`src/rtl/mem_access_ctrl.sv`:
```
`default_nettype none
// ============================================================================
//  Module   : mem_access_ctrl
//  Brief    : One-at-a-time load/store sequencer onto an sram-like data bus
//             with alignment checks, lane steering and load extension.
//  Revision : 1.0
// ============================================================================
module mem_access_ctrl #(
    parameter int ADDR_W = 32
) (
    input  logic              clk,
    input  logic              resetn,
    input  logic              ex_valid_i,
    output logic              ex_ready_o,
    input  logic [3:0]        ex_op_i,
    input  logic [ADDR_W-1:0] ex_addr_i,
    input  logic [31:0]       ex_wdata_i,
    input  logic              flush_i,
    output logic              data_req_o,
    output logic              data_wr_o,
    output logic [1:0]        data_size_o,
    output logic [ADDR_W-1:0] data_addr_o,
    output logic [3:0]        data_wstrb_o,
    output logic [31:0]       data_wdata_o,
    input  logic              data_addr_ok_i,
    input  logic              data_data_ok_i,
    input  logic [31:0]       data_rdata_i,
    output logic              wb_valid_o,
    output logic [31:0]       wb_rdata_o,
    output logic              exc_adel_o,
    output logic              exc_ades_o,
    output logic [ADDR_W-1:0] bad_addr_o
);

    localparam logic [3:0] OP_LB  = 4'b0000;
    localparam logic [3:0] OP_LH  = 4'b0001;
    localparam logic [3:0] OP_LW  = 4'b0010;
    localparam logic [3:0] OP_LBU = 4'b0100;
    localparam logic [3:0] OP_LHU = 4'b0101;
    localparam logic [3:0] OP_SB  = 4'b1000;
    localparam logic [3:0] OP_SH  = 4'b1001;
    localparam logic [3:0] OP_SW  = 4'b1010;

    localparam logic [1:0] SZ_BYTE = 2'd0;
    localparam logic [1:0] SZ_HALF = 2'd1;
    localparam logic [1:0] SZ_WORD = 2'd2;

    typedef enum logic [1:0] {
        ST_IDLE  = 2'd0,
        ST_REQ   = 2'd1,
        ST_WAIT  = 2'd2,
        ST_DRAIN = 2'd3
    } state_t;

    state_t              state_q;
    logic                cancel_q;
    logic [3:0]          op_q;
    logic [1:0]          lane_q;
    logic                req_q;
    logic                wr_q;
    logic [1:0]          size_q;
    logic [ADDR_W-1:0]   addr_q;
    logic [3:0]          wstrb_q;
    logic [31:0]         wdata_q;
    logic                wb_valid_q;
    logic [31:0]         wb_rdata_q;
    logic                adel_q;
    logic                ades_q;
    logic [ADDR_W-1:0]   bad_addr_q;

    logic                w_is_load;
    logic                w_is_store;
    logic                w_misalign;
    logic [1:0]          w_size;
    logic [3:0]          w_strb;
    logic [31:0]         w_wdata;
    logic [7:0]          w_byte;
    logic [15:0]         w_half;
    logic [31:0]         w_load;

    // Decode of the offered op; only consumed in IDLE on an accepted handshake.
    always_comb begin
        w_is_load  = 1'b0;
        w_is_store = 1'b0;
        w_misalign = 1'b0;
        w_size     = SZ_BYTE;
        w_strb     = 4'b0000;
        w_wdata    = 32'd0;
        case (ex_op_i)
            OP_LB, OP_LBU: begin
                w_is_load = 1'b1;
                w_size    = SZ_BYTE;
            end
            OP_LH, OP_LHU: begin
                w_is_load  = 1'b1;
                w_size     = SZ_HALF;
                w_misalign = ex_addr_i[0];
            end
            OP_LW: begin
                w_is_load  = 1'b1;
                w_size     = SZ_WORD;
                w_misalign = |ex_addr_i[1:0];
            end
            OP_SB: begin
                w_is_store = 1'b1;
                w_size     = SZ_BYTE;
                w_strb     = 4'b0001 << ex_addr_i[1:0];
                w_wdata    = {4{ex_wdata_i[7:0]}};
            end
            OP_SH: begin
                w_is_store = 1'b1;
                w_size     = SZ_HALF;
                w_misalign = ex_addr_i[0];
                w_strb     = 4'b0011 << {ex_addr_i[1], 1'b0};
                w_wdata    = {2{ex_wdata_i[15:0]}};
            end
            OP_SW: begin
                w_is_store = 1'b1;
                w_size     = SZ_WORD;
                w_misalign = |ex_addr_i[1:0];
                w_strb     = 4'b1111;
                w_wdata    = ex_wdata_i;
            end
            default: ;
        endcase
    end

    // Lane selection and extension of the returning load word.
    always_comb begin
        w_byte = 8'd0;
        case (lane_q)
            2'd0:    w_byte = data_rdata_i[7:0];
            2'd1:    w_byte = data_rdata_i[15:8];
            2'd2:    w_byte = data_rdata_i[23:16];
            default: w_byte = data_rdata_i[31:24];
        endcase
        w_half = lane_q[1] ? data_rdata_i[31:16] : data_rdata_i[15:0];
        w_load = 32'd0;
        case (op_q)
            OP_LB:   w_load = {{24{w_byte[7]}}, w_byte};
            OP_LBU:  w_load = {24'd0, w_byte};
            OP_LH:   w_load = {{16{w_half[15]}}, w_half};
            OP_LHU:  w_load = {16'd0, w_half};
            OP_LW:   w_load = data_rdata_i;
            default: w_load = 32'd0;
        endcase
    end

    always_ff @(posedge clk or negedge resetn) begin
        if (!resetn) begin
            state_q    <= ST_IDLE;
            cancel_q   <= 1'b0;
            op_q       <= 4'd0;
            lane_q     <= 2'd0;
            req_q      <= 1'b0;
            wr_q       <= 1'b0;
            size_q     <= 2'd0;
            addr_q     <= '0;
            wstrb_q    <= 4'd0;
            wdata_q    <= 32'd0;
            wb_valid_q <= 1'b0;
            wb_rdata_q <= 32'd0;
            adel_q     <= 1'b0;
            ades_q     <= 1'b0;
            bad_addr_q <= '0;
        end else begin
            wb_valid_q <= 1'b0;
            adel_q     <= 1'b0;
            ades_q     <= 1'b0;
            case (state_q)
                ST_IDLE: begin
                    if (ex_valid_i && !flush_i) begin
                        if (w_misalign) begin
                            adel_q     <= w_is_load;
                            ades_q     <= w_is_store;
                            bad_addr_q <= ex_addr_i;
                        end else if (!w_is_load && !w_is_store) begin
                            wb_valid_q <= 1'b1;
                            wb_rdata_q <= 32'd0;
                        end else begin
                            state_q <= ST_REQ;
                            req_q   <= 1'b1;
                            wr_q    <= w_is_store;
                            size_q  <= w_size;
                            addr_q  <= ex_addr_i;
                            wstrb_q <= w_strb;
                            wdata_q <= w_wdata;
                            op_q    <= ex_op_i;
                            lane_q  <= ex_addr_i[1:0];
                        end
                    end
                end
                ST_REQ: begin
                    // The request stays up through a flush; only the response is discarded.
                    if (flush_i) begin
                        cancel_q <= 1'b1;
                    end
                    if (data_addr_ok_i) begin
                        req_q   <= 1'b0;
                        state_q <= (cancel_q || flush_i) ? ST_DRAIN : ST_WAIT;
                    end
                end
                ST_WAIT: begin
                    if (data_data_ok_i) begin
                        state_q <= ST_IDLE;
                        if (!flush_i) begin
                            wb_valid_q <= 1'b1;
                            wb_rdata_q <= wr_q ? 32'd0 : w_load;
                        end
                    end else if (flush_i) begin
                        state_q <= ST_DRAIN;
                    end
                end
                ST_DRAIN: begin
                    if (data_data_ok_i) begin
                        state_q  <= ST_IDLE;
                        cancel_q <= 1'b0;
                    end
                end
                default: state_q <= ST_IDLE;
            endcase
        end
    end

    assign ex_ready_o   = (state_q == ST_IDLE);
    assign data_req_o   = req_q;
    assign data_wr_o    = wr_q;
    assign data_size_o  = size_q;
    assign data_addr_o  = addr_q;
    assign data_wstrb_o = wstrb_q;
    assign data_wdata_o = wdata_q;
    assign wb_valid_o   = wb_valid_q;
    assign wb_rdata_o   = wb_rdata_q;
    assign exc_adel_o   = adel_q;
    assign exc_ades_o   = ades_q;
    assign bad_addr_o   = bad_addr_q;

endmodule
`default_nettype wire

```
`config.mk`:
```
export PLATFORM = sky130hd
export DESIGN_NAME = mem_access_ctrl
export DESIGN_NICKNAME = d
export VERILOG_FILES = /design/src/rtl/mem_access_ctrl.sv
export SDC_FILE = /design/constraint.sdc
export NUM_CORES = 1
export LEC_CHECK = 0
export CAP_MARGIN = 5
export CORE_ASPECT_RATIO = 0.9
export CORE_MARGIN = 5
export CORE_UTILIZATION = 40
export CTS_BUF_LIST = sky130_fd_sc_hd__clkbuf_4 sky130_fd_sc_hd__clkbuf_8 sky130_fd_sc_hd__clkbuf_16
export DETAILED_ROUTE_END_ITERATION = 12
export GPL_TIMING_DRIVEN = 0
export HOLD_SLACK_MARGIN = 0.03
export PLACE_DENSITY = 0.77
export RECOVER_POWER = 50
export SLEW_MARGIN = 20
export SYNTH_ARGS = -nofsm -noshare
export SYNTH_HDL_FRONTEND = slang
export SYNTH_SLANG_ARGS = --single-unit
```
`constraint.sdc`:
```
create_clock -name clk -period 1.9 [get_ports clk]
set_clock_uncertainty 0.05 [all_clocks]
set_input_delay 0.19 -clock clk [delete_from_list [all_inputs] [get_ports clk]]
set_output_delay 0.19 -clock clk [all_outputs]
set_load 0.01 [all_outputs]
```
-- Yosys cells after proc, flatten, opt, wreduce, memory -nomap -nowiden
Index checks and enable logic that the tools add are counted.
- bits in registers: 148
- word-level logic and storage cells: 114
- input port bits: 106
- output and inout port bits: 140
- reduce and logical (&&, ||, !) cells: 24
- shift operators: 2
- bitwise gates (word level): 2
- muxes and demuxes: 45
- equal/unequal tests: 26
- operators with widths (kind ; number):
    $mux W32 ; 6
    $pmux W32 S5 ; 1
    $pmux W32 S3 ; 1
    $pmux W32 S2 ; 1
    $pmux W8 S3 ; 1
    $mux W1 ; 20
    $eq A4 B3 Y1 const B ; 4
    $mux W16 ; 1
    $mux W2 ; 7
    $ne A2 B2 Y1 const B ; 7
    $eq A4 B4 Y1 const B ; 3
    $pmux W4 S3 ; 1
    $reduce_and A6 Y1 ; 2
    $eq A4 B1 Y1 const B ; 2
    $eq A4 B2 Y1 const B ; 2
    $logic_not A4 Y1 ; 2
    $pmux W1 S2 ; 4
    $pmux W2 S4 ; 1
    $eq A2 B2 Y1 const B ; 3
    $reduce_and A3 Y1 ; 2
    $reduce_bool A2 Y1 ; 3
    $reduce_or A3 Y1 ; 2
    $reduce_and A5 Y1 ; 1
    $reduce_or A5 Y1 ; 1
    other kinds (13) ; 21

-- Depth between registers and ports, before layout
Gate-level depths: netlist of run 1.
- depth in word-level cells: 9
- mapped depth: 7
- gate-level depth less buffers: 4

-- Worst setup path after synthesis of run 1
No wires, ideal clock.
- kind: register -> register
- start point: register state_q[0]
- end point: register wb_rdata_q[10] (netlist: wb_rdata_o[10])
- cell stages (with the launch flop): 5
- period minus slack after synthesis: 2001 ps
- setup slack: -101 ps
- data arrival time: 1825 ps
- cells stage by stage: dfrtp_1 > or4b_4 > o31a_4 > buf_6 > a221o_1
- longest elaborated chain between the ends: 3
- RTL lines (what ; RTL line ; source):
    start, declared ; 55 ; state_t state_q;
    start signal, assigned ; 200 ; state_q <= (cancel_q || flush_i) ? ST_DRAIN : ST_WAIT;
    $eq A2 B2 Y1 / $logic_not A2 Y1 (equally long branches) ; 170 ; case (state_q)
    $ne A2 B2 Y1 (no line), or another cell as far along ; - ;
    $reduce_and A6 Y1 (no line) ; - ;
    end signal, assigned ; 208 ; wb_rdata_q <= wr_q ? 32'd0 : w_load;
    end, declared ; 66 ; logic [31:0] wb_rdata_q;
Several ways; a longest one is shown, not always the timed one.
A chain may end at the register's enable or synchronous reset.

-- Worst setup path after layout of run 1
- start point: register state_q[1]
- end point: register wb_rdata_q[27] (netlist: wb_rdata_o[27])
The elaborated chain is that of the path after synthesis.

==> results of run 1 <==
[area by class of cell]
class                           instances  area [µm²]  area share, %
Sequential cell                       146        3650           36.3
Multi-Input combinational cell        311        2680           26.6
Timing Repair Buffer                  253        2540           25.2
Clock buffer                           20         460           4.57
Buffer                                 37         313           3.10
Tap cell                              202         253           2.51
Clock inverter                         10         159           1.58
Inverter                                3        11.3          0.112
[metal layers]
metal	share of wire, %	wire length (µm)	global-route usage (%)
met2	48	9910	35.7
met1	43	8920	29.1
met4	2.3	475	8.27
met5	0	0	0
met3	7.3	1510	6.38
[kinds of logic (layout without fill, tap and decap cells)]
| family | Yosys count | after routing | synth area share (%) |
|---|---|---|---|
| flops | 146 | 146 | 57.7 |
| compound gates | 135 | 135 | 15.9 |
| simple gates | 93 | 93 | 8.17 |
| mux | 83 | 83 | 14.9 |
| buf+inv | 45 | 323 | 3.34 |
[report_power, final]
part           switching, mW  total, mW  internal, mW
clock network           1.27       3.53          2.26
registers              0.809       5.11          4.30
logic                   2.30       5.75          3.45
total                   4.38       14.4          10.0
[stage by stage]
step	util, %	hold slack [ps]	power [mW]	setup TNS [ps]
floorplan	-	-156	7.24	-120
global placement	58.4	418	10.4	-789780
detailed placement	58.6	92.2	10.5	-67800
CTS	64.0	166	14.4	-4120
global route	65.0	263	15.1	-9410
finish	65.0	220	14.4	-5290
[synthesized netlist by cell type (6+ instances only)]
cell type and number:
sky130_fd_sc_hd__a21oi_1 16, sky130_fd_sc_hd__a221o_1 29, sky130_fd_sc_hd__a22o_1 18, sky130_fd_sc_hd__a22oi_1 20, sky130_fd_sc_hd__a31oi_1 6, sky130_fd_sc_hd__buf_2 12
sky130_fd_sc_hd__clkbuf_1 20, sky130_fd_sc_hd__dfrtp_1 146, sky130_fd_sc_hd__mux2_1 65, sky130_fd_sc_hd__mux2_2 16, sky130_fd_sc_hd__nand2_1 34, sky130_fd_sc_hd__nand3_1 8
sky130_fd_sc_hd__nor2_1 11, sky130_fd_sc_hd__nor2b_1 8, sky130_fd_sc_hd__nor4bb_1 6, sky130_fd_sc_hd__o21ai_0 20, sky130_fd_sc_hd__o21ai_1 11
[sequential cells by signal, indices dropped and copies added, names as in the netlist]
signal        cells
data_wstrb_o      4
state_q           2
data_addr_o      31
cancel_q          1
data_wr_o         1
op_q              4
exc_ades_o        1
wb_valid_o        1
lane_q            1
bad_addr_o       32
data_size_o       2
wb_rdata_o       32
exc_adel_o        1
data_req_o        1
data_wdata_o     32
[what timing repair did]
| action | 4_1_cts | 5_1_grt |
|---|---|---|
| endpoints found under the setup margin | 137 | 136 |
| hold buffers | 1 | 0 |
| setup buffers | 5 | 2 |
| cloned | 0 | 1 |
| hold endpoints to repair | 56 | 0 |
| resized for setup | 57 | 67 |
| pin swaps | 3 | 7 |
[worst paths after layout]
kind / to / slack, ps / cells past startpoint
min reg2reg: data_wdata_o[15]$_DFFE_PN0P_ / 430 / 2
min in group asynchronous: bad_addr_o[20]$_DFFE_PN0P_ / 250 / 2
max reg2reg: wb_rdata_o[27]$_DFFE_PN0P_ / -110 / 4
max: wb_rdata_o[27]$_DFFE_PN0P_ / -110 / 4
min: op_q[2]$_DFFE_PN0P_ / 220 / 2
max in group asynchronous: state_q[0]$_DFFE_PN0P_ / 390 / 3
==> summary.txt, run 1 <==
Outcome
  – Result of the run: finished, violations left
  – Violated checks: negative setup slack

Worst hold path
  – Worst hold path type: in2reg
  – Origin of the worst min-delay path: ex_op_i[2]

Routing
  – Via density: 5.52
  – Total DRC errors in the routed layout: 0
  – Drt total wl: 20800 µm
  – Post-route ant nets: 0
  – Routed len/inst: 21.2 µm
  – First-pass iteration count of the detailed router: 5
  – Number of design-rule violations left by the first detailed-router iteration: 308
  – Vias: 5423

Synthesis
  – Post-synthesis cell type with the largest combined area: sky130_fd_sc_hd__dfrtp_1
  – Yosys warns: 0
  – Unique masters post-synth: 49
  – Primary FF master, synth: sky130_fd_sc_hd__dfrtp_1
  – Number of register bits inferred by synthesis: 146
  – Top cells by area, synth: sky130_fd_sc_hd__dfrtp_1, sky130_fd_sc_hd__mux2_1, sky130_fd_sc_hd__a221o_1
  – Cell area after technology mapping: 6340 µm²
  – Portion of the post-synthesis area used by sequential elements: 57.7%
  – Number of enable-type register cells in the synthesized netlist: 0
  – Async S/R FF share, synth: 100%
  – Avg Synthesized Cell Area: 12.6 µm²
  – Mapped Cells: 502
  – Nets in the synthesized netlist: 608
  – Post-synth top area share: 57.7%

Worst setup path
  – Total buffers and inverters traversed by the critical path: 1
  – Ordered list of cells on the worst path: or4b_4 -> o31a_4 -> buf_6 -> a221o_1
  – Startpoint Class: register
  – Kind of capture point of the worst setup path: register
  – Cell with the biggest individual delay on the critical path: sky130_fd_sc_hd__or4b_4
  – Required time of the critical path: 2150 ps
  – Crit-path max cell delay: 570 ps
  – Maximum fanout count along the critical path: 10
  – Critical path start-end classification: reg2reg
  – CP Data Arrival Time: 2260 ps
  – Worst setup path startpoint: state_q[1]$_DFFE_PN0P_
  – Crit path max-delay family: compound AO/OA/AOI/OAI gates
  – Worst reg2reg startpoint: state_q[1]$_DFFE_PN0P_

Placement
  – Detailed-placement wirelength estimate: 15200 µm
  – Setup WS pre-CTS: -656 ps
  – Count of input and output buffers: 243
  – Global placement routability congestion: 0.870
  – Cell count after placement: 948
  – Post-Place Cell Area: 9080 µm²

Layout
  – Most frequent cells in the layout: sky130_fd_sc_hd__clkdlybuf4s50_1, sky130_fd_sc_hd__dfrtp_1, sky130_fd_sc_hd__mux2_1
  – Number of cells in the finished layout apart from fillers: 982
  – Final instance area: 10100 µm²
  – Net count, final: 875
  – Most common cell after layout, fill and taps aside: sky130_fd_sc_hd__clkdlybuf4s50_1
  – Number of antenna repair diodes: 0
  – Area added between synthesis and finish: 59.0%
  – Fillcell total: 1142
  – Fraction of final layout cells with drive strength greater than 1: 18.1%

Clock tree
  – CTS max path bufs: 2
  – Number of sinks on the clock net: 146
  – Source-to-sink clock delay at the later pin of the worst-skew pair: 420 ps
  – Clock root buffer master: sky130_fd_sc_hd__clkbuf_16
  – Clock tree from TritonCTS: done
  – CTS buffer count: 17
  – CTS H-tree depth: 4
  – Clock slew seen by the registers of the worst setup and hold paths: 60 ps

Job
  – Maxcap violations: 0

Die
  – Boundary pin count: 246
  – Number of rows in the core area: 43
  – Width of the die: 143 µm
  – Initial Util: 40.9%
  – Die height: 129 µm
  – Total core area: 15500 µm²
  – Area of the die: 18500 µm²

GRT
  – Vias in the first global route: 5746
  – Maximum number of pins on one net before global-route repair: 91
  – Grt total ovfl: 0
  – All-layer global routing usage: 22.3%
  – Number of antenna violations at the first check in global routing: 0
  – Wire length of the first global-routing pass: 32000 µm

Timing
  – Relative slew slack: 46.2%
  – Number of setup violations in the final report: 94
  – Actual slew at the worst max-slew pin: 806 ps
  – RSZ-0062 raised after global routing: yes
  – Final max-slew violation count: 0
  – Final worst-path setup slack: -111 ps
  – Fin crit period: 2010 ps
  – Number of endpoints with negative hold slack in the final report: 0
  – Achievable clock frequency: 0.497 GHz
  – Period utilization: 106%

Power
  – Worst vdd rail ir drop: 0.000953 V
  – Pwr Density: 1430 nW/µm²
  – Leakage component of the power: 4.44 nW
No activity file was read; power rests on OpenSTA's default activity.
==> run 2: changes to the inputs <==
Settings changed: PLACE_DENSITY 0.77 to 0.74.
Clock period 1.9 ns to 2.4 ns, I/O delays scaled along.
==> run 2 against run 1 <==
Critical path type unchanged. First-iteration DRC count is 36% higher. Clock power decreased by 24%. Power decreased by 25%. Via count shrank 0.72%. Register-to-register slack improved by 280 ps. Fmax decreased by 10%. Critical path depth up 1. The flow finishes with violations (max-capacitance violations, max-slew violations). Global-route usage shrank 0.88 points.
==> summary.txt, run 2 (synthesis gave the netlist of run 1 again) <==
Job
  – Maxcap violations: 1 (+1)

Power
  – Internal power consumption: 7.47 mW (-25%)
  – Leakage component of the power: 4.29 nW (-3.5%)
  – Worst vdd rail ir drop: 0.000655 V (-31%)
  – Pwr Density: 1120 nW/µm² (-22%)
  – Combinational group share of total power: 38.2% (-1.7 points)
  – Net switching share of the total power: 30.7% (+0.22 points)
  – Sequential group share of total power: 36.9% (+1.4 points)
  – Switching component of the power: 3.30 mW (-25%)
  – Clock Power Share: 24.9% (+0.3 points)

Routing
  – Drt total wl: 19900 µm (-4.5%)
  – Vias: 5384 (-0.72%)
  – Routed len/inst: 20.3 µm (-4.3%)
  – Via density: 5.50 (-0.41%)
  – Post-route ant nets: 0 (unchanged)
  – Total DRC errors in the routed layout: 0 (unchanged)
  – Number of design-rule violations left by the first detailed-router iteration: 420 (+36%)
  – First-pass iteration count of the detailed router: 6 (+1)

Clock tree
  – Source-to-sink clock delay at the later pin of the worst-skew pair: 410 ps (about the same)
  – CTS H-tree depth: 4 (unchanged)
  – Number of sinks on the clock net: 146 (unchanged)
  – CTS buffer count: 17 (unchanged)
  – Clock root buffer master: sky130_fd_sc_hd__clkbuf_16
  – Clock tree from TritonCTS: done
  – Clock slew seen by the registers of the worst setup and hold paths: 60 ps (about the same)
  – Buffers inserted by post-CTS timing repair: 0 (-5)
  – CTS max path bufs: 2 (unchanged)

Timing
  – Actual slew at the worst max-slew pin: 1680 ps (+876 ps)
  – Fin crit period: 2230 ps (+223 ps)
  – RSZ-0062 raised after global routing: no
  – Relative slew slack: -12.2% (-58 points)
  – Number of endpoints with negative hold slack in the final report: 0 (unchanged)
  – Setup TNS: 0 ps (+5290 ps)
  – Achievable clock frequency: 0.448 GHz (-10%)
  – Period utilization: 93.1% (-13 points)
  – Final max-slew violation count: 69 (+69)
  – Number of setup violations in the final report: 0 (-100%)

Worst setup path
  – Reg2Reg Capture Point: data_addr_o[6]$_DFFE_PN0P_
  – Required time of the critical path: 2640 ps (+490 ps)
  – Total buffers and inverters traversed by the critical path: 2 (+1)
  – Crit-path max cell delay: 600 ps (+30 ps)
  – Startpoint Class: register
  – CP Data Arrival Time: 2470 ps (+210 ps)
  – Maximum fanout count along the critical path: 10 (unchanged)
  – Worst setup slack for register-to-register paths: 170 ps (+280 ps)
  – Cell with the biggest individual delay on the critical path: sky130_fd_sc_hd__or4b_4
  – Worst reg2reg startpoint: state_q[0]$_DFFE_PN0P_
  – Kind of capture point of the worst setup path: register
  – Critical path start-end classification: reg2reg
  – Crit path max-delay family: simple AND/OR/NAND/NOR gates
  – Ordered list of cells on the worst path: or4b_4 -> o21bai_1 -> clkbuf_1 -> buf_2 -> mux2_1
  – Cell depth of the worst flop-to-flop path: 5 (+1)

Worst hold path
  – Origin of the worst min-delay path: ex_op_i[2]
  – Hold Path Cell Cnt: 2 (unchanged)
  – Worst hold path type: in2reg
  – Hold Path Sink: op_q[2]$_DFFE_PN0P_

Die
  – Area of the die: 18500 µm² (unchanged)
  – Die height: 129 µm (unchanged)
  – Width of the die: 143 µm (unchanged)
  – Number of rows in the core area: 43 (unchanged)
  – Total core area: 15500 µm² (unchanged)
  – Initial Util: 40.9% (unchanged)
  – Boundary pin count: 246 (unchanged)

GRT
  – Vias in the first global route: 5685 (-1.1%)
  – Maximum number of pins on one net before global-route repair: 79 (-13%)
  – Grt total ovfl: 0 (unchanged)
  – All-layer global routing usage: 21.4% (-0.88 points)
  – Wire length of the first global-routing pass: 31100 µm (-2.8%)
  – Number of antenna violations at the first check in global routing: 0 (unchanged)

Placement
  – Global placement routability congestion: 0.892 (+2.5%)
  – Count of input and output buffers: 243 (unchanged)
  – Detailed-placement wirelength estimate: 15200 µm (about the same)

Layout
  – Net count, final: 872 (-0.34%)
  – Number of antenna repair diodes: 0 (unchanged)
  – Area added between synthesis and finish: 52.3%
  – Most common cell after layout, fill and taps aside: sky130_fd_sc_hd__clkdlybuf4s50_1
  – Most frequent cells in the layout: sky130_fd_sc_hd__clkdlybuf4s50_1, sky130_fd_sc_hd__dfrtp_1, sky130_fd_sc_hd__dlygate4sd3_1
  – Fraction of final layout cells with drive strength greater than 1: 9.65% (-8.4 points)
  – Utilization of the core after routing: 62.3% (-2.7 points)

Outcome
  – Violated checks: max-capacitance violations, max-slew violations
  – Result of the run: finished, violations left
run 2: final cells by class:
| type | instances | area (µm²) |
|---|---|---|
| buffer | 42 | 203 |
| clock buffer | 21 | 474 |
| clock inverter | 9 | 130 |
| fill | 1192 | 5840 |
| inverter | 3 | 11.3 |
| multi-input combinational | 311 | 2470 |
| sequential | 146 | 3650 |
| tap | 202 | 253 |
| timing repair buffer | 245 | 2460 |
run 2: repair_timing:
action | in CTS | in global routing
endpoints found under the hold margin | 68 | 0
setup endpoints to repair | 0 | 49
gates resized for setup | 0 | 3
hold buffers | 1 | 0
run 2: worst max-delay path by stage:
stage | startpoint | end | cells after the start
final | state_q[0]$_DFFE_PN0P_ | data_addr_o[6]$_DFFE_PN0P_ | 5
after global routing | resetn | data_wdata_o[4]$_DFFE_PN0P_ | 3
after CTS | ex_op_i[0] | data_req_o$_DFFE_PN0P_ | 7
after detailed placement | ex_op_i[0] | data_req_o$_DFFE_PN0P_ | 7
after global placement | resetn | data_wdata_o[18]$_DFFE_PN0P_ | 1
after floorplan | state_q[0]$_DFFE_PN0P_ | wb_rdata_o[10]$_DFFE_PN0P_ | 4
run 2: stage by stage:
step / power [mW] / hold WS (ps) / cells / worst slack, ps / cell area [µm²]
after floorplan: 5.73 / -106 / 502 / 399 / 6340
after CTS: 11.1 / 245 / 979 / 44.3 / 9670
final: 10.8 / 271 / 979 / 166 / 9650
after global routing: 11.3 / 309 / 979 / 5.30 / 9650
after detailed placement: 8.33 / 180 / 948 / -389 / 9050
after global placement: 8.20 / 417 / 947 / -4520 / 9020
run 2: power groups by stage:
stage	logic, mW	registers [mW]	clock network (mW)
finish	4.11	3.97	2.69
global route	4.40	4.10	2.84
CTS	4.33	4.01	2.74
detailed placement	4.30	4.03	0
global placement	4.22	3.97	0
floorplan	1.37	4.36	0
run 2: layer usage:
layer	part of all wire [%]	up-vias	global-route usage [%]
li1	-	2416	-
met1	43	2677	28.5
met2	46	261	33.7
met3	8.8	30	6.83
met4	2.1	0	6.88
met5	0	-	0
run 2: worst reg2reg max path, stage by stage, from the launching register on:
cell                       delay [ps]
sky130_fd_sc_hd__dfrtp_1          440
sky130_fd_sc_hd__or4b_4           600
sky130_fd_sc_hd__o21bai_1         170
sky130_fd_sc_hd__clkbuf_1         220
sky130_fd_sc_hd__buf_2            280
sky130_fd_sc_hd__mux2_1           350
==> run 3: changes to the inputs <==
Settings changed: CAP_MARGIN 5 to 20, PLACE_DENSITY 0.74 to 0.86.
==> run 3 against run 2 <==
The flow still finishes with violations (max-capacitance violations, max-slew violations). First-iteration DRC count fell by 25%. Routed wire length fell by 1.3%. Cell count did not move. Non-clock buffer count did not move. Utilization fell by 0.097 points. Power fell by 0.75%. Via count fell by 0.87%. Setup slack improved by 13 ps. Clock power fell by 3%. Combinational power barely moved. Fmax rose by 0.59%. Register-to-register slack barely moved. Critical path type unchanged.
==> summary.txt, run 3 (synthesis gave the netlist of run 1 again) <==
Die
  – Die height: 129 µm (unchanged)
  – Area of the die: 18500 µm² (unchanged)
  – Number of rows in the core area: 43 (unchanged)
  – Width of the die: 143 µm (unchanged)
  – Total core area: 15500 µm² (unchanged)
  – Boundary pin count: 246 (unchanged)
  – Initial Util: 40.9% (unchanged)

Layout
  – Fraction of final layout cells with drive strength greater than 1: 9.52% (-0.13 points)
  – Footprint of the flip-flops and latches: 3650 µm² (unchanged)
  – Area added between synthesis and finish: 52.1%
  – Most frequent cells in the layout: sky130_fd_sc_hd__clkdlybuf4s50_1, sky130_fd_sc_hd__dfrtp_1, sky130_fd_sc_hd__dlygate4sd3_1
  – Number of antenna repair diodes: 0 (unchanged)
  – Most common cell after layout, fill and taps aside: sky130_fd_sc_hd__clkdlybuf4s50_1
  – Final instance area: 9640 µm² (-0.16%)
  – Net count, final: 872 (unchanged)
  – Number of cells in the finished layout apart from fillers: 979 (unchanged)
  – Fillcell total: 1223 (+2.6%)
  – Area of combinational cells with multiple inputs: 2480 µm² (+0.51%)

GRT
  – Maximum number of pins on one net before global-route repair: 75 (-5.1%)
  – Number of antenna violations at the first check in global routing: 0 (unchanged)
  – All-layer global routing usage: 21.6% (+0.18 points)
  – Grt total ovfl: 0 (unchanged)
  – Vias in the first global route: 5493 (-3.4%)
  – Wire length of the first global-routing pass: 30800 µm (-0.78%)

Routing
  – Via density: 5.45 (-0.87%)
  – Drt total wl: 19600 µm (-1.3%)
  – Vias: 5337 (-0.87%)
  – Total DRC errors in the routed layout: 0 (unchanged)
  – Routed len/inst: 20.0 µm (-1.3%)
  – Post-route ant nets: 0 (unchanged)
  – First-pass iteration count of the detailed router: 5 (-1)
  – Number of design-rule violations left by the first detailed-router iteration: 317 (-25%)

Clock tree
  – Number of sinks on the clock net: 146 (unchanged)
  – Clock root buffer master: sky130_fd_sc_hd__clkbuf_16
  – CTS max path bufs: 2 (unchanged)
  – Buffers inserted by post-CTS timing repair: 0 (unchanged)
  – Clock tree from TritonCTS: done
  – Source-to-sink clock delay at the later pin of the worst-skew pair: 410 ps (about the same)
  – CTS buffer count: 17 (unchanged)
  – CTS H-tree depth: 4 (unchanged)
  – Clock slew seen by the registers of the worst setup and hold paths: 60 ps (about the same)

Worst setup path
  – Crit. path cell count: 5 (unchanged)
  – Kind of capture point of the worst setup path: register
  – Startpoint Class: register
  – Required time of the critical path: 2640 ps (about the same)
  – Crit-path max cell delay: 600 ps (about the same)
  – Worst setup slack for register-to-register paths: 180 ps (about the same)
  – Ordered list of cells on the worst path: or4b_4 -> o21bai_1 -> clkbuf_2 -> buf_2 -> mux2_1
  – Critical path start-end classification: reg2reg
  – Crit path max-delay family: simple AND/OR/NAND/NOR gates
  – Cell with the biggest individual delay on the critical path: sky130_fd_sc_hd__or4b_4
  – Maximum fanout count along the critical path: 10 (unchanged)
  – Cell depth of the worst flop-to-flop path: 5 (unchanged)
  – CP Data Arrival Time: 2460 ps (about the same)
  – Total buffers and inverters traversed by the critical path: 2 (unchanged)

Worst hold path
  – Worst hold path type: in2reg
  – Hold Path Cell Cnt: 2 (unchanged)

Placement
  – Count of input and output buffers: 243 (unchanged)
  – Setup WS pre-CTS: -315 ps (+73.1 ps)
  – Global placement routability congestion: 0.885 (-0.77%)
  – Cell count after placement: 948 (unchanged)
  – Detailed-placement wirelength estimate: 14700 µm (-3.6%)
  – Post-Place Cell Area: 9050 µm² (unchanged)

Timing
  – Final max-slew violation count: 74 (+7.2%)
  – Period utilization: 92.5% (-0.55 points)
  – Fin crit period: 2220 ps (-13.1 ps)
  – Achievable clock frequency: 0.450 GHz (+0.59%)
  – Number of setup violations in the final report: 0 (unchanged)
  – Number of endpoints with negative hold slack in the final report: 0 (unchanged)
  – RSZ-0062 raised after global routing: no
  – Actual slew at the worst max-slew pin: 1650 ps (-33.4 ps)
  – Relative slew slack: -9.95% (+2.2 points)
  – Final worst-path setup slack: 180 ps (+13.1 ps)

Power
  – Leakage component of the power: 4.27 nW (-0.35%)
  – Worst vdd rail ir drop: 0.000876 V (+34%)
  – Pwr Density: 1110 nW/µm² (-0.59%)

Job
  – Maxcap violations: 1 (unchanged)

Outcome
  – Violated checks: max-capacitance violations, max-slew violations
  – Result of the run: finished, violations left
run 3: cell types whose count changed in the layout (fill, tap and decap cells not counted), sizes merged:
| cell | change |
|---|---|
| dlygate4sd3 | +2 |
| bufinv | -1 |
| clkbuf | -3 |
| clkinvlp | +2 |
| buf | +1 |
| inv | +1 |
| clkdlybuf4s50 | -2 |
run 3: layer usage:
layer  vias to the layer above  track usage, %  part of all wire [%]
met5                         -               0                     0
met4                         0            7.60                   2.6
met3                        40            7.64                   9.2
met2                       260            33.6                    47
met1                      2629            28.3                    41
li1                       2408               -                     -
run 3: timing repair:
item / in CTS / in global routing
hold buffers: 1 / 0
resized for setup: 0 / 4
setup endpoints to repair: 0 / 11
hold endpoints to repair: 73 / 0
run 3: worst paths after layout:
path,from,end
setup / recovery,state_q[0]$_DFFE_PN0P_,data_addr_o[10]$_DFFE_PN0P_
hold / removal,ex_op_i[2],op_q[2]$_DFFE_PN0P_
setup reg to reg,state_q[0]$_DFFE_PN0P_,data_addr_o[10]$_DFFE_PN0P_
hold reg to reg,data_wdata_o[11]$_DFFE_PN0P_,data_wdata_o[11]$_DFFE_PN0P_
max in group asynchronous,resetn,op_q[3]$_DFFE_PN0P_
min in group asynchronous,resetn,wb_rdata_o[4]$_DFFE_PN0P_
run 3: final cells by class:
| type | count | share of cell area (%) |
|---|---|---|
| Tap cell | 202 | 2.62 |
| Buffer | 42 | 2.09 |
| Clock inverter | 11 | 1.36 |
| Inverter | 3 | 0.117 |
| Timing Repair Buffer | 245 | 25.5 |
| Multi-Input combinational cell | 311 | 25.8 |
| Sequential cell | 146 | 37.9 |
| Clock buffer | 19 | 4.63 |
run 3: metrics by stage:
stage | utilization, % | hold slack, ps | setup TNS, ps | total power, mW
5_1_grt | 62.2 | 248 | 0 | 11.3
3_5_place_dp | 58.4 | 183 | -19170 | 8.30
4_1_cts | 62.2 | 227 | 0 | 11.0
6_report | 62.2 | 257 | 0 | 10.7
2_1_floorplan | - | -106 | 0 | 5.73
3_3_place_gp | 58.2 | 411 | -726200 | 8.18
run 3: where the power goes:
group / internal (mW) / switching [mW]
sequential: 3.40 / 0.569
combinational: 2.35 / 1.76
clock: 1.57 / 1.05
